[src/rtl/shift_stage_16bit_pkg.sv]
// -----------------------------------------------------------------------------
// shift_stage_16bit_pkg
// Shared ALU definitions used by the shift stage and its downstream consumers:
//   - WIDTH / AMT_W    : datapath width (16) and shift-amount width (4)
//   - op_e             : shift opcodes (codes 101..111 all behave as PASS)
//   - result_t         : {data, carry, zero, neg}, reused by OUT, SKID and the
//                        downstream flag register
//   - make_result()    : attaches zero/neg flags to a data word and carry
// -----------------------------------------------------------------------------
package shift_stage_16bit_pkg;

  localparam int WIDTH = 16;
  localparam int AMT_W = $clog2(WIDTH);

  typedef enum logic [2:0] {
    OP_ROL  = 3'b000,
    OP_ROR  = 3'b001,
    OP_LSL  = 3'b010,
    OP_LSR  = 3'b011,
    OP_ASR  = 3'b100,
    OP_PASS = 3'b101
  } op_e;

  typedef struct packed {
    logic [WIDTH-1:0] data;
    logic             carry;
    logic             zero;
    logic             neg;
  } result_t;

  function automatic result_t make_result(input logic [WIDTH-1:0] data,
                                          input logic             carry);
    result_t r;
    r.data  = data;
    r.carry = carry;
    r.zero  = (data == '0);
    r.neg   = data[WIDTH-1];
    return r;
  endfunction

endpackage

[src/rtl/shift_stage_16bit_if.sv]
// -----------------------------------------------------------------------------
// shift_stage_16bit_if
// Handshake bundle for the shift stage.
//   in_valid/in_ready  : operand dispatch handshake
//   in_data/amt/op     : operand, shift amount (0..15), opcode
//   out_valid/out_ready: result handshake toward the ALU result mux
//   out_data/carry/zero/neg : registered result and flags
// Modports: master = producer/consumer side (dispatch + result mux),
//           slave  = the shift stage itself.
// -----------------------------------------------------------------------------
interface shift_stage_16bit_if;
  import shift_stage_16bit_pkg::*;

  logic             in_valid;
  logic             in_ready;
  logic [WIDTH-1:0] in_data;
  logic [AMT_W-1:0] in_amt;
  logic [2:0]       in_op;
  logic             out_valid;
  logic             out_ready;
  logic [WIDTH-1:0] out_data;
  logic             out_carry;
  logic             out_zero;
  logic             out_neg;

  modport master (
    output in_valid, in_data, in_amt, in_op, out_ready,
    input  in_ready, out_valid, out_data, out_carry, out_zero, out_neg
  );

  modport slave (
    input  in_valid, in_data, in_amt, in_op, out_ready,
    output in_ready, out_valid, out_data, out_carry, out_zero, out_neg
  );

endinterface

[src/rtl/shift_stage_16bit_core.sv]
// -----------------------------------------------------------------------------
// shift_core_16bit
// Combinational shift/rotate core.
//   in_data : operand
//   in_amt  : shift amount 0..15
//   in_op   : opcode (ROL, ROR, LSL, LSR, ASR, anything else PASS)
//   res     : result word with carry (last bit shifted out), zero and neg
// An amount of zero always yields the unchanged operand with carry cleared.
// -----------------------------------------------------------------------------
module shift_core_16bit
  import shift_stage_16bit_pkg::*;
(
  input  logic [WIDTH-1:0] in_data,
  input  logic [AMT_W-1:0] in_amt,
  input  logic [2:0]       in_op,
  output result_t          res
);

  // Rotates are windows into the operand concatenated with itself.
  logic [2*WIDTH-1:0]     dbl;
  logic [AMT_W:0]         rol_hi;
  logic [AMT_W:0]         ror_hi;
  logic signed [WIDTH-1:0] sdata;
  logic signed [WIDTH-1:0] asr_s;
  logic [AMT_W-1:0]       lidx;
  logic [AMT_W-1:0]       ridx;
  logic [WIDTH-1:0]       data;
  logic                   carry;

  assign dbl    = {in_data, in_data};
  assign rol_hi = (AMT_W+1)'(2*WIDTH-1) - {1'b0, in_amt};
  assign ror_hi = (AMT_W+1)'(WIDTH-1) + {1'b0, in_amt};
  assign sdata  = in_data;
  assign asr_s  = sdata >>> in_amt;

  // Bit that leaves the word last: WIDTH-n for left moves (mod WIDTH), n-1 for right.
  assign lidx = AMT_W'(0) - in_amt;
  assign ridx = in_amt - AMT_W'(1);

  always_comb begin
    data  = in_data;
    carry = 1'b0;
    case (in_op)
      OP_ROL: begin
        data  = dbl[rol_hi -: WIDTH];
        carry = in_data[lidx];
      end
      OP_ROR: begin
        data  = dbl[ror_hi -: WIDTH];
        carry = in_data[ridx];
      end
      OP_LSL: begin
        data  = in_data << in_amt;
        carry = in_data[lidx];
      end
      OP_LSR: begin
        data  = in_data >> in_amt;
        carry = in_data[ridx];
      end
      OP_ASR: begin
        data  = asr_s;
        carry = in_data[ridx];
      end
      default: begin
        data  = in_data;
        carry = 1'b0;
      end
    endcase
    if (in_amt == '0) carry = 1'b0;
  end

  assign res = make_result(data, carry);

endmodule

[src/rtl/shift_stage_16bit.sv]
// -----------------------------------------------------------------------------
// shift_stage_16bit
// Registered shift/rotate execution stage with a two-entry skid buffer.
//   clk  : rising-edge clock
//   rst  : asynchronous active-high reset; clears both entries and all outputs
//   bus  : shift_stage_16bit_if.slave (operand in, result + flags out)
// A result accepted at edge k is presented after edge k. OUT feeds the
// outputs directly; SKID catches one extra result while OUT is stalled.
// in_ready depends only on SKID occupancy and rst, never on out_ready.
// -----------------------------------------------------------------------------
module shift_stage_16bit
  import shift_stage_16bit_pkg::*;
(
  input  logic                  clk,
  input  logic                  rst,
  shift_stage_16bit_if.slave    bus
);

  result_t res_p0;
  result_t out_p1;
  result_t skid_p1;
  logic    vld_p1;
  logic    skid_vld_p1;
  logic    accept_p0;
  logic    drain_p1;
  logic    in_ready_p0;

  // ---- stage p0: operand decode and combinational shift ----
  shift_core_16bit u_core (
    .in_data (bus.in_data),
    .in_amt  (bus.in_amt),
    .in_op   (bus.in_op),
    .res     (res_p0)
  );

  assign in_ready_p0 = ~skid_vld_p1 & ~rst;
  assign accept_p0   = bus.in_valid & in_ready_p0;
  assign drain_p1    = vld_p1 & bus.out_ready;

  // ---- stage p1: OUT / SKID registers ----
  always_ff @(posedge clk or posedge rst) begin
    if (rst) begin
      out_p1      <= '0;
      skid_p1     <= '0;
      vld_p1      <= 1'b0;
      skid_vld_p1 <= 1'b0;
    end else if (~vld_p1 | drain_p1) begin
      // OUT is free this edge: the older SKID entry has priority. An accept
      // cannot coincide with a full SKID because in_ready is low then.
      if (skid_vld_p1) begin
        out_p1      <= skid_p1;
        vld_p1      <= 1'b1;
        skid_vld_p1 <= 1'b0;
      end else if (accept_p0) begin
        out_p1 <= res_p0;
        vld_p1 <= 1'b1;
      end else begin
        vld_p1 <= 1'b0;
      end
    end else if (accept_p0) begin
      skid_p1     <= res_p0;
      skid_vld_p1 <= 1'b1;
    end
  end

  assign bus.in_ready  = in_ready_p0;
  assign bus.out_valid = vld_p1;
  assign bus.out_data  = out_p1.data;
  assign bus.out_carry = out_p1.carry;
  assign bus.out_zero  = out_p1.zero;
  assign bus.out_neg   = out_p1.neg;

endmodule

[src/flat_wrapper.sv]
// flat-port wrapper written by rule: the top's interface ports become plain ports
module shift_stage_16bit_flat import shift_stage_16bit_pkg::*;
  (clk, rst, bus_in_valid, bus_in_data, bus_in_amt, bus_in_op, bus_out_ready, bus_in_ready, bus_out_valid, bus_out_data, bus_out_carry, bus_out_zero, bus_out_neg);
  shift_stage_16bit_if bus_i ();
  input  logic clk;
  input  logic rst;
  input wire logic [$bits(bus_i.in_valid)-1:0] bus_in_valid;
  input wire logic [$bits(bus_i.in_data)-1:0] bus_in_data;
  input wire logic [$bits(bus_i.in_amt)-1:0] bus_in_amt;
  input wire logic [$bits(bus_i.in_op)-1:0] bus_in_op;
  input wire logic [$bits(bus_i.out_ready)-1:0] bus_out_ready;
  output wire logic [$bits(bus_i.in_ready)-1:0] bus_in_ready;
  output wire logic [$bits(bus_i.out_valid)-1:0] bus_out_valid;
  output wire logic [$bits(bus_i.out_data)-1:0] bus_out_data;
  output wire logic [$bits(bus_i.out_carry)-1:0] bus_out_carry;
  output wire logic [$bits(bus_i.out_zero)-1:0] bus_out_zero;
  output wire logic [$bits(bus_i.out_neg)-1:0] bus_out_neg;
  assign bus_i.in_valid = bus_in_valid;
  assign bus_i.in_data = bus_in_data;
  assign bus_i.in_amt = bus_in_amt;
  assign bus_i.in_op = bus_in_op;
  assign bus_i.out_ready = bus_out_ready;
  assign bus_in_ready = bus_i.in_ready;
  assign bus_out_valid = bus_i.out_valid;
  assign bus_out_data = bus_i.out_data;
  assign bus_out_carry = bus_i.out_carry;
  assign bus_out_zero = bus_i.out_zero;
  assign bus_out_neg = bus_i.out_neg;
  shift_stage_16bit u_core (.clk(clk), .rst(rst), .bus(bus_i));
endmodule
[config.mk]
export PLATFORM = sky130hd
export DESIGN_NAME = shift_stage_16bit_flat
export DESIGN_NICKNAME = d
export VERILOG_FILES = /design/src/rtl/shift_stage_16bit_pkg.sv /design/src/rtl/shift_stage_16bit_if.sv /design/src/rtl/shift_stage_16bit_core.sv /design/src/rtl/shift_stage_16bit.sv /design/src/flat_wrapper.sv
export SDC_FILE = /design/constraint.sdc
export NUM_CORES = 1
export LEC_CHECK = 0
export CAP_MARGIN = 0
export CORE_ASPECT_RATIO = 0.75
export CORE_MARGIN = 2
export CORE_UTILIZATION = 55
export DETAILED_ROUTE_END_ITERATION = 12
export PLACE_DENSITY_LB_ADDON = 0.25
export SLEW_MARGIN = 20
export SYNTH_ARGS = -nofsm -noshare
export SYNTH_HDL_FRONTEND = slang
export SYNTH_SLANG_ARGS = --single-unit
[constraint.sdc]
create_clock -name clk -period 4.15 [get_ports clk]
set_input_delay 1.245 -clock clk [delete_from_list [all_inputs] [get_ports clk]]
set_output_delay 1.245 -clock clk [all_outputs]
set_load 0.05 [all_outputs]
; ---- Word-level counts from Yosys, hierarchy flattened
; Index checks and enable logic that the tools add are counted.
[totals]
reg_bits = 40
input_bits = 27
out_inout_bits = 21
wordCells = 55
[op_classes]
addsub = 4
n_lt_le_gt_ge = 2
eq_ne = 4
n_shift = 5
muxes = 13
n_bitwise = 8
reduce_logical = 9
[ops]
columns = operator, n
row1 = indexed part select 47 x 6 -> 16 bit, 2
row2 = one-hot mux 16 bit (5 select lines), 1
row3 = 2-to-1 mux 19 bit, 2
row4 = logical NOT 16 bit, 1
row5 = left shift 16 x 4 -> 16 bit, 1
row6 = >> shifter 16 x 4 -> 16 bit, 1
row7 = >>> shifter 16 x 4 -> 16 bit, 1
row8 = < comparator 4 x 5 -> 1 bit (second input constant), 2
row9 = binary-select mux 1 bit (select 4 bit), 2
row10 = 2-to-1 mux 1 bit, 7
row11 = equality test 3 x 2 -> 1 bit (second input constant), 2
row12 = adder 4 x 4 -> 5 bit (first input constant), 1
row13 = subtractor 5 x 4 -> 5 bit (first input constant), 1
row14 = logical NOT 4 bit, 1
row15 = inverter 1 bit, 4
row16 = AND reduction 2 bit, 2
row17 = nonzero test 2 bit, 2
row18 = subtractor 1 x 4 -> 4 bit (first input constant), 1
row19 = subtractor 4 x 1 -> 4 bit (second input constant), 1
row20 = bitwise AND 1 bit, 3
row21 = equality test 3 x 1 -> 1 bit (second input constant), 1
row22 = equality test 3 bit (second input constant), 1
row23 = logical NOT 3 bit, 1
row24 = OR reduction 3 bit, 1
row25 = 3 further kinds, 3

; ---- Logic depth before layout (Yosys ltp)
; Gate-level depths: netlist (run 1).
[logic_depth]
depth_word = 7
mapped_depth = 13
ltp_nobuf = 9

; ---- Modules after synthesis
; From an unflattened synthesis (run 1), not the netlist that was laid out.
[unflattened]
hier_cells = 465
area_unflattened_um2 = 4700.8
[by_module_without_submodules]
columns = mod, n_inst, cells_each, area_per_inst_um2, seq_area_each_um2
row1 = shift_core_16bit, 1, 353, 2881.5, 0.0
row2 = shift_stage_16bit, 1, 112, 1819.2, 1001.0

; ---- Worst setup path before layout (run 1)
; Ideal clock, no wire load.
[synth_timing]
path_kind = input port to flip-flop
from = input port bus_in_amt[0]
to = register u_core.out_p1, in the netlist u_core.bus.out_zero
setup_time_ps = 91
t_arrival_ps = 4140
required_time_ps = 4059
path_slack_ps = -81
path_stages = 10
path_buffers = 1
cell_sequence = buf_6 mux4_2 o22ai_2 nor4_1 or3_1 a221o_1 o32a_1 or4b_1 or4b_4 o31ai_4
[synth_via]
elab_chain_cells = 6
elab_cells_between_ends = 11
classes_between = add/sub: 2 / shift: 5 / mux: 3 / reduce/logical: 1
[synth_lines]
columns = item, line
row1 = "start, declared", flat_wrapper.sv:9  ; input wire logic [$bits(bus_i.in_amt)-1:0] bus_in_amt;
row2 = subtractor 5 x 4 -> 5 bit or adder 4 x 4 -> 5 bit (tied branches), "shift_stage_16bit_core.sv:31, shift_stage_16bit_core.sv:32"
row3 = indexed part select 47 x 6 -> 16 bit (on tied branches), "shift_stage_16bit_core.sv:45, shift_stage_16bit_core.sv:49"
row4 = one-hot mux 16 bit (5 select lines) (*), shift_stage_16bit_core.sv:43  ; case (in_op)
row5 = logical NOT 16 bit (*), shift_stage_16bit_pkg.sv:36  ; r.zero = (data == '0);
row6 = 2-to-1 mux 19 bit (*), shift_stage_16bit.sv:54  ; end else if (accept_p0) begin
row7 = 2-to-1 mux 19 bit (*), shift_stage_16bit.sv:50  ; if (skid_vld_p1) begin
row8 = "end signal, assigned", shift_stage_16bit.sv:51  ; out_p1 <= skid_p1;
row9 = "end signal, assigned", shift_stage_16bit.sv:55  ; out_p1 <= res_p0;
row10 = "end, declared", shift_stage_16bit.sv:20  ; result_t out_p1;
; Every way passes the cells marked *; elsewhere a longest branch is shown, timed or not. The select of a mux whose other input is x is not followed.
; A chain may end at the register's enable or synchronous reset.

; ---- Final worst setup path (run 1)
[layout_timing]
from = input port bus_in_op[0]
to = register u_core.out_p1, in the netlist u_core.bus.out_zero
[layout_via]
elab_chain_cells = 5
elab_cells_between_ends = 9
classes_between = eq/ne: 4 / mux: 3 / reduce/logical: 2
[layout_lines]
columns = item, line
row1 = "start, declared", flat_wrapper.sv:10  ; input wire logic [$bits(bus_i.in_op)-1:0] bus_in_op;
row2 = equality test 3 bit (tied with other cells), shift_stage_16bit_core.sv:43
row3 = one-hot mux 16 bit (5 select lines) (*), shift_stage_16bit_core.sv:43
row4 = logical NOT 16 bit (*), shift_stage_16bit_pkg.sv:36
row5 = 2-to-1 mux 19 bit (*), shift_stage_16bit.sv:54
row6 = 2-to-1 mux 19 bit (*), shift_stage_16bit.sv:50
; Marks and branches as above.

==> impl_metrics.csv, run 1 <==
group,metric,value,unit
status,status,"finished clean",
cells_and_area,area_delta_synth_final,52.1,%
global_route,overflow,0,
drt,drtIter0Drc,946,
floorplanning,core,0.00835,mm^2
drt,wirelength,21.6,mm
placed_design,port_buffers,47,
placed_design,hpwl,15.1,mm
cells_and_area,drive_above_1_share,0.456,
worst_hold_path,hold_class,"reg2reg",
timing,hold_violations,0,
clock_tree,cts_hold_buf,0,
worst_setup_path,cp-start-kind,"input pin",
worst_setup_path,crit_fanout,6,
global_route,grt_pass1_vias,5773,
synth,synthArstFlopShare,1.00,
clock_tree,clk_latency,280,ps
cells_and_area,final_common_cell,"buf_4",
worst_setup_path,path_class,"in2reg",
timing,relSlewSlack,0.352,
power_and_ir_drop,total_power,0.00215,W
flow_run,maxCapViolCount,0,
drt,drcViolationCount,0,
floorplanning,fp-row-count,29,
synth,syn_area_per_cell,8.62,um^2
worst_setup_path,end_kind,"register",
synth,yosys_most_used_dff,"dfrtp_1",
worst_hold_path,min_path_cells,2,
timing,setup_viol,0,
synth,yosys_register_bits,38,
clock_tree,htree_levels,2,
timing,finalClockSkew,3.45,ps
floorplanning,dieArea,0.00925,mm^2
global_route,grt_pass1_wl,32.0,mm
synth,syn-cell-area,0.00467,mm^2
drt,vias_per_cell,7.15,
timing,finalCriticalPeriod,4140,ps
clock_tree,clk_pin_slew,60,ps
synth,yosysSeqAreaShare,0.204,
worst_setup_path,arrival,4340,ps
timing,maxSlewViolCount,0,
synth,synth_cell_types,74,
floorplanning,fp.dieH,83.8,um
clock_tree,cts_tree,"built",
cells_and_area,nets,773,
timing,fin_hold_ws,481,ps
floorplanning,die_w,110,um
timing,rsz0062_at_grt,"true",
power_and_ir_drop,p_leak,3.17,nW
drt,vias,6116,
clock_tree,cts_buffer_depth,2,
power_and_ir_drop,peakVddDrop,0.000505,V
timing,worstMarginPinSlew,948,ps
clock_tree,numCtsBuffers,5,
cells_and_area,fillers,485,
floorplanning,initial_core_util,0.560,
worst_setup_path,worstPathRequired,4350,ps
global_route,grt_max_degree,39,
cells_and_area,mostFrequentLayoutCells,"buf_4, nand2_1, o21ai_0",
global_route,gr-usage-all-layers,0.445,
placed_design,gp_congestion,1.08,
floorplanning,pin_count,48,
synth,synth-edff-count,0,
clock_tree,root_buffer,"clkbuf_16",
drt,wl_per_cell,25.2,um
drt,dr.pass1.iters,6,
synth,yosys_warnings,0,
timing,period_share,0.999,
global_route,grt_antenna_before_repair,1,
timing,fmax,241,MHz
power_and_ir_drop,p_per_area,302,mW/mm^2
worst_setup_path,worst-r2r-cell-count,3,
drt,final_antenna_net_count,0,
clock_tree,cts_sinks,38,
synth,syn_nets,570,
synth,syn_inst,542,
==> kinds of logic (layout without fill, tap and decap cells) <==
group,count (synthesis),after routing,share of synthesized area
AOI/OAI and AO/OA,177,177,0.260
and+or+nand+nor,155,155,0.157
muxes,101,101,0.307
buffers and inverters,68,272,0.0656
DFF,38,38,0.204
xor gates and xnor gates,2,2,0.00375
adders and majority gates,1,1,0.00268
other,0,1,0
==> area by class of cell <==
type                       count  area, um^2  area share
antenna                        1        2.50    0.000352
sequential                    38         952       0.134
clock buffer                   6         139      0.0195
inverter                       8        30.0     0.00423
clock inverter                 2        60.1     0.00845
multi-input combinational    436        3620       0.509
tap                          108         135      0.0190
timing repair buffer         256        2170       0.305
==> synth_stat cells, types with 5 or more instances <==
cell type | number | area (um^2)
o21ai_0 | 43 | 215
nor2b_1 | 7 | 43.8
a31oi_1 | 11 | 68.8
a21oi_1 | 27 | 135
clkbuf_1 | 37 | 139
o21ai_1 | 7 | 35.0
nand2b_1 | 7 | 43.8
mux2i_1 | 37 | 370
nor2_1 | 44 | 165
dfrtp_1 | 38 | 951
buf_2 | 8 | 40.0
o31ai_1 | 6 | 45.0
a22oi_1 | 8 | 60.1
inv_1 | 5 | 18.8
nor3_1 | 6 | 30.0
mux4_2 | 29 | 653
buf_1 | 8 | 30.0
nand2_1 | 58 | 218
mux2_1 | 5 | 56.3
mux2_2 | 25 | 282
o211ai_1 | 6 | 45.0
o22ai_1 | 10 | 62.6
==> routing by layer <==
metal  track usage  up-vias  part of all wire
li1              -     2501                 -
met5             0        -           0.00060
met2         0.646      603              0.42
met4         0.158        2             0.048
met1         0.618     2863              0.37
met3         0.158      147              0.16
==> metrics by stage <==
stage	util	cells	setup TNS [ps]	setup slack [ps]	area (um^2)
after floorplan	-	542	0	0.807	4690
after global placement	0.766	817	-1140	-593	6390
after detailed placement	0.766	817	-1500	-693	6390
after CTS	0.824	841	0	0.612	6870
after global routing	0.851	854	-26.2	-26.2	7100
final	0.851	855	0	5.38	7110
==> worst max-delay path: stages <==
cell and delay, ps:
dlygate4sd2_1 280, buf_4 180, buf_4 150, nor3b_1 190
nand3_1 130, a41o_1 220, o211a_1 180, o2111ai_2 160
o32a_1 380, or4b_1 470, or4b_4 570, o31ai_4 180
==> registers in the layout (all words and copies together) (netlist names) <==
register,cells
u_core.bus.out_valid,1
u_core.bus.out_zero,1
u_core.bus.out_data,16
u_core.skid_p1,18
u_core.skid_vld_p1,1
u_core.bus.out_carry,1
==> path summary, 6_finish.rpt <==
path	to	start	slack (ps)
hold reg to reg	u_core.bus.out_data[14]	u_core.bus.out_data[14]	480
hold / removal	u_core.bus.out_data[14]	u_core.bus.out_data[14]	480
setup reg to reg	u_core.skid_p1[14]	u_core.skid_vld_p1	2050
min in group asynchronous	u_core.skid_p1[16]	rst	1480
max in group asynchronous	u_core.skid_vld_p1	rst	2320
setup / recovery	u_core.bus.out_zero	bus_in_op[0]	5
==> timing repair <==
| item | CTS | global route |
|---|---|---|
| resized for setup | 66 | 63 |
| endpoints found under the setup margin | 2 | 2 |
| pin swaps | 7 | 20 |
| gates cloned | 4 | 2 |
| setup buffers | 12 | 11 |
==> power by group <==
part	leakage, nW	internal (W)	switching [W]
clock network	0.0971	0.000361	0.000152
logic	2.59	0.000501	0.000614
registers	0.482	0.000462	0.0000571
Note: power is estimated with default switching activity, not from simulation.
==> run 2, diff against run 1 <==
--- a/config.mk
+++ b/config.mk
@@ -10,7 +10,7 @@
 export CORE_MARGIN = 2
 export CORE_UTILIZATION = 55
 export DETAILED_ROUTE_END_ITERATION = 12
-export PLACE_DENSITY_LB_ADDON = 0.25
+export PLACE_DENSITY = 0.81
 export SLEW_MARGIN = 20
 export SYNTH_ARGS = -nofsm -noshare
 export SYNTH_HDL_FRONTEND = slang
==> run 2 against run 1 <==
  * Sequential cell count is the same
  * Worst hold slack worse by 2.4 ps
  * Power shrank 7.8%
  * Final cell count increased by 0.47%
  * Critical path type unchanged
  * Count of clock-buffer cells in the layout decreased by 1
  * Via count shrank 2.3%
  * Maximum frequency down 0.74%
  * The flow now finishes with violations (setup timing)
==> impl_metrics.csv, run 2 (synthesis gave the netlist of run 1 again) <==
group,metric,value,unit
status,status,"complete, but fails checks",
status,violations,"setup timing",
cells_and_area,nets,779,
clock_tree,cts_tree,"built",
timing,rsz0062_at_grt,"true",
cells_and_area,area_delta_synth_final,50.3,%
clock_tree,cts_sinks,38,
power_and_ir_drop,p_sw,0.000802,W
drt,dr.pass1.iters,7,
cells_and_area,largest_reg_flops,18,
global_route,grtUsageMet3,0.145,
global_route,overflow,0,
drt,vias_per_cell,6.95,
power_and_ir_drop,total_power,0.00198,W
timing,fmax,239,MHz
cells_and_area,fillers,491,
drt,wirelength,20.8,mm
clock_tree,clk_pin_slew,50,ps
worst_setup_path,path_class,"in2reg",
power_and_ir_drop,peakVddDrop,0.000378,V
clock_tree,cts_hold_buf,0,
worst_setup_path,slowest_delay,520,ps
clock_tree,clk_latency,280,ps
cells_and_area,diodes,0,
worst_setup_path,end_kind,"register",
global_route,grt_use_met2,0.650,
worst_setup_path,crit_fanout,7,
global_route,grt_pass1_wl,31.6,mm
timing,worstMarginPinSlew,894,ps
timing,finalCriticalPeriod,4180,ps
power_and_ir_drop,intPower,0.00118,W
global_route,grt.busiest_layer,"met2",
floorplanning,fp-row-count,29,
clock_tree,numCtsBuffers,5,
timing,relSlewSlack,0.399,
drt,wl_per_cell,24.2,um
flow_run,maxCapViolCount,0,
power_and_ir_drop,p_leak,3.12,nW
worst_setup_path,crit_slowest_cell,"or4b_4",
timing,setup_viol,1,
floorplanning,dieArea,0.00925,mm^2
floorplanning,initial_core_util,0.560,
cells_and_area,drive_above_1_share,0.449,
global_route,use_met1,0.595,
drt,drcViolationCount,0,
global_route,grt_antenna_before_repair,0,
placed_design,pre_cts_slack,-589,ps
clock_tree,root_buffer,"clkbuf_16",
timing,finalClockSkew,1.95,ps
floorplanning,core,0.00835,mm^2
timing,period_share,1.01,
clock_tree,htree_levels,2,
drt,final_antenna_net_count,0,
power_and_ir_drop,p_clk_frac,0.181,
power_and_ir_drop,p_seq_frac,0.260,
global_route,grt_max_degree,35,
drt,drtIter0Drc,895,
power_and_ir_drop,combPwrFrac,0.559,
clock_tree,cts_buffer_depth,2,
worst_setup_path,arrival,4370,ps
worst_setup_path,crit_path_frequent_cell,"buf_12",
timing,hold_violations,0,
cells_and_area,final_common_cell,"buf_4",
placed_design,hpwl,15.6,mm
cells_and_area,top_register,"u_core.skid_p1",
cells_and_area,mostFrequentLayoutCells,"buf_4, nand2_1, o21ai_0",
drt,vias,5974,
floorplanning,die_w,110,um
floorplanning,pin_count,48,
floorplanning,fp.dieH,83.8,um
placed_design,port_buffers,47,
power_and_ir_drop,switching_share,0.405,
global_route,gr-usage-all-layers,0.439,
placed_design,gp_congestion,1.05,
global_route,grt_pass1_vias,5732,
worst_setup_path,cp-start-kind,"input pin",
cells_and_area,final_util,0.841,
timing,maxSlewViolCount,0,
worst_setup_path,worstPathRequired,4350,ps
timing,setup_ws,-25.6,ps
power_and_ir_drop,p_per_area,282,mW/mm^2
worst_setup_path,path_cells,"buf_12 > buf_12 > buf_6 > mux2_4 > buf_4 > nor2_2 > nor4_1 > or3_1 > a221o_1 > o32a_1 > or4b_1 > or4b_4 > o31ai_4",
worst_hold_path,hold_class,"reg2reg",
run 2: critical path: cells and delay by family:
| kind | cells | cell delay [ps] |
|---|---|---|
| and+or+nand+nor | 5 | 1470 |
| buffers and inverters | 4 | 510 |
| muxes | 1 | 300 |
| AOI/OAI and AO/OA | 3 | 820 |
run 2: through the flow:
step | std cells | setup TNS, ps | hold slack [ps] | area [um^2]
CTS | 854 | -10.2 | 482 | 6920
detailed placement | 828 | -1420 | 469 | 6500
global route | 859 | -121 | 501 | 7020
floorplan | 542 | 0 | 448 | 4690
global placement | 828 | -1120 | 462 | 6500
finish | 859 | -25.6 | 478 | 7020
run 2: power groups by stage:
stage	sequential (W)	clock [W]	combinational (W)
6_report	0.000514	0.000359	0.00111
4_1_cts	0.000513	0.000365	0.00105
2_1_floorplan	0.000651	0	0.000444
3_5_place_dp	0.000520	0	0.00101
5_1_grt	0.000524	0.000382	0.00115
3_3_place_gp	0.000509	0	0.000986
run 2: worst paths after layout:
path	startpoint	end	slack [ps]	cells past startpoint
max in group asynchronous	rst	u_core.skid_p1[15]	2040	3
max reg2reg	u_core.skid_vld_p1	u_core.skid_p1[16]	2130	5
min in group asynchronous	rst	u_core.bus.out_data[15]	1380	2
min reg2reg	u_core.bus.out_data[3]	u_core.bus.out_data[3]	480	2
max	bus_in_amt[0]	u_core.bus.out_zero	-30	13
min	u_core.bus.out_data[3]	u_core.bus.out_data[3]	480	2
run 2: metal layers:
layer / part of all wire / vias to the layer above / routed length, um
met1: 0.38 / 2824 / 7970
met4: 0.049 / 0 / 1020
met2: 0.42 / 522 / 8750
met3: 0.15 / 115 / 3060
met5: 0 / - / 0
li1: - / 2513 / -
run 2: final cells by class:
class	instances	area (um^2)	share of cell area
sequential	38	951	0.135
multi-input combinational	436	3560	0.507
clock inverter	2	10.0	0.00143
inverter	8	30.0	0.00428
clock buffer	5	125	0.0178
timing repair buffer	262	2210	0.314
tap	108	135	0.0193
run 2: repair_timing:
item | 4_1_cts | 5_1_grt
pin swaps | 15 | 6
gates resized for setup | 67 | 28
setup endpoints to repair | 2 | 2
setup buffers | 17 | 4
gates cloned | 2 | 1
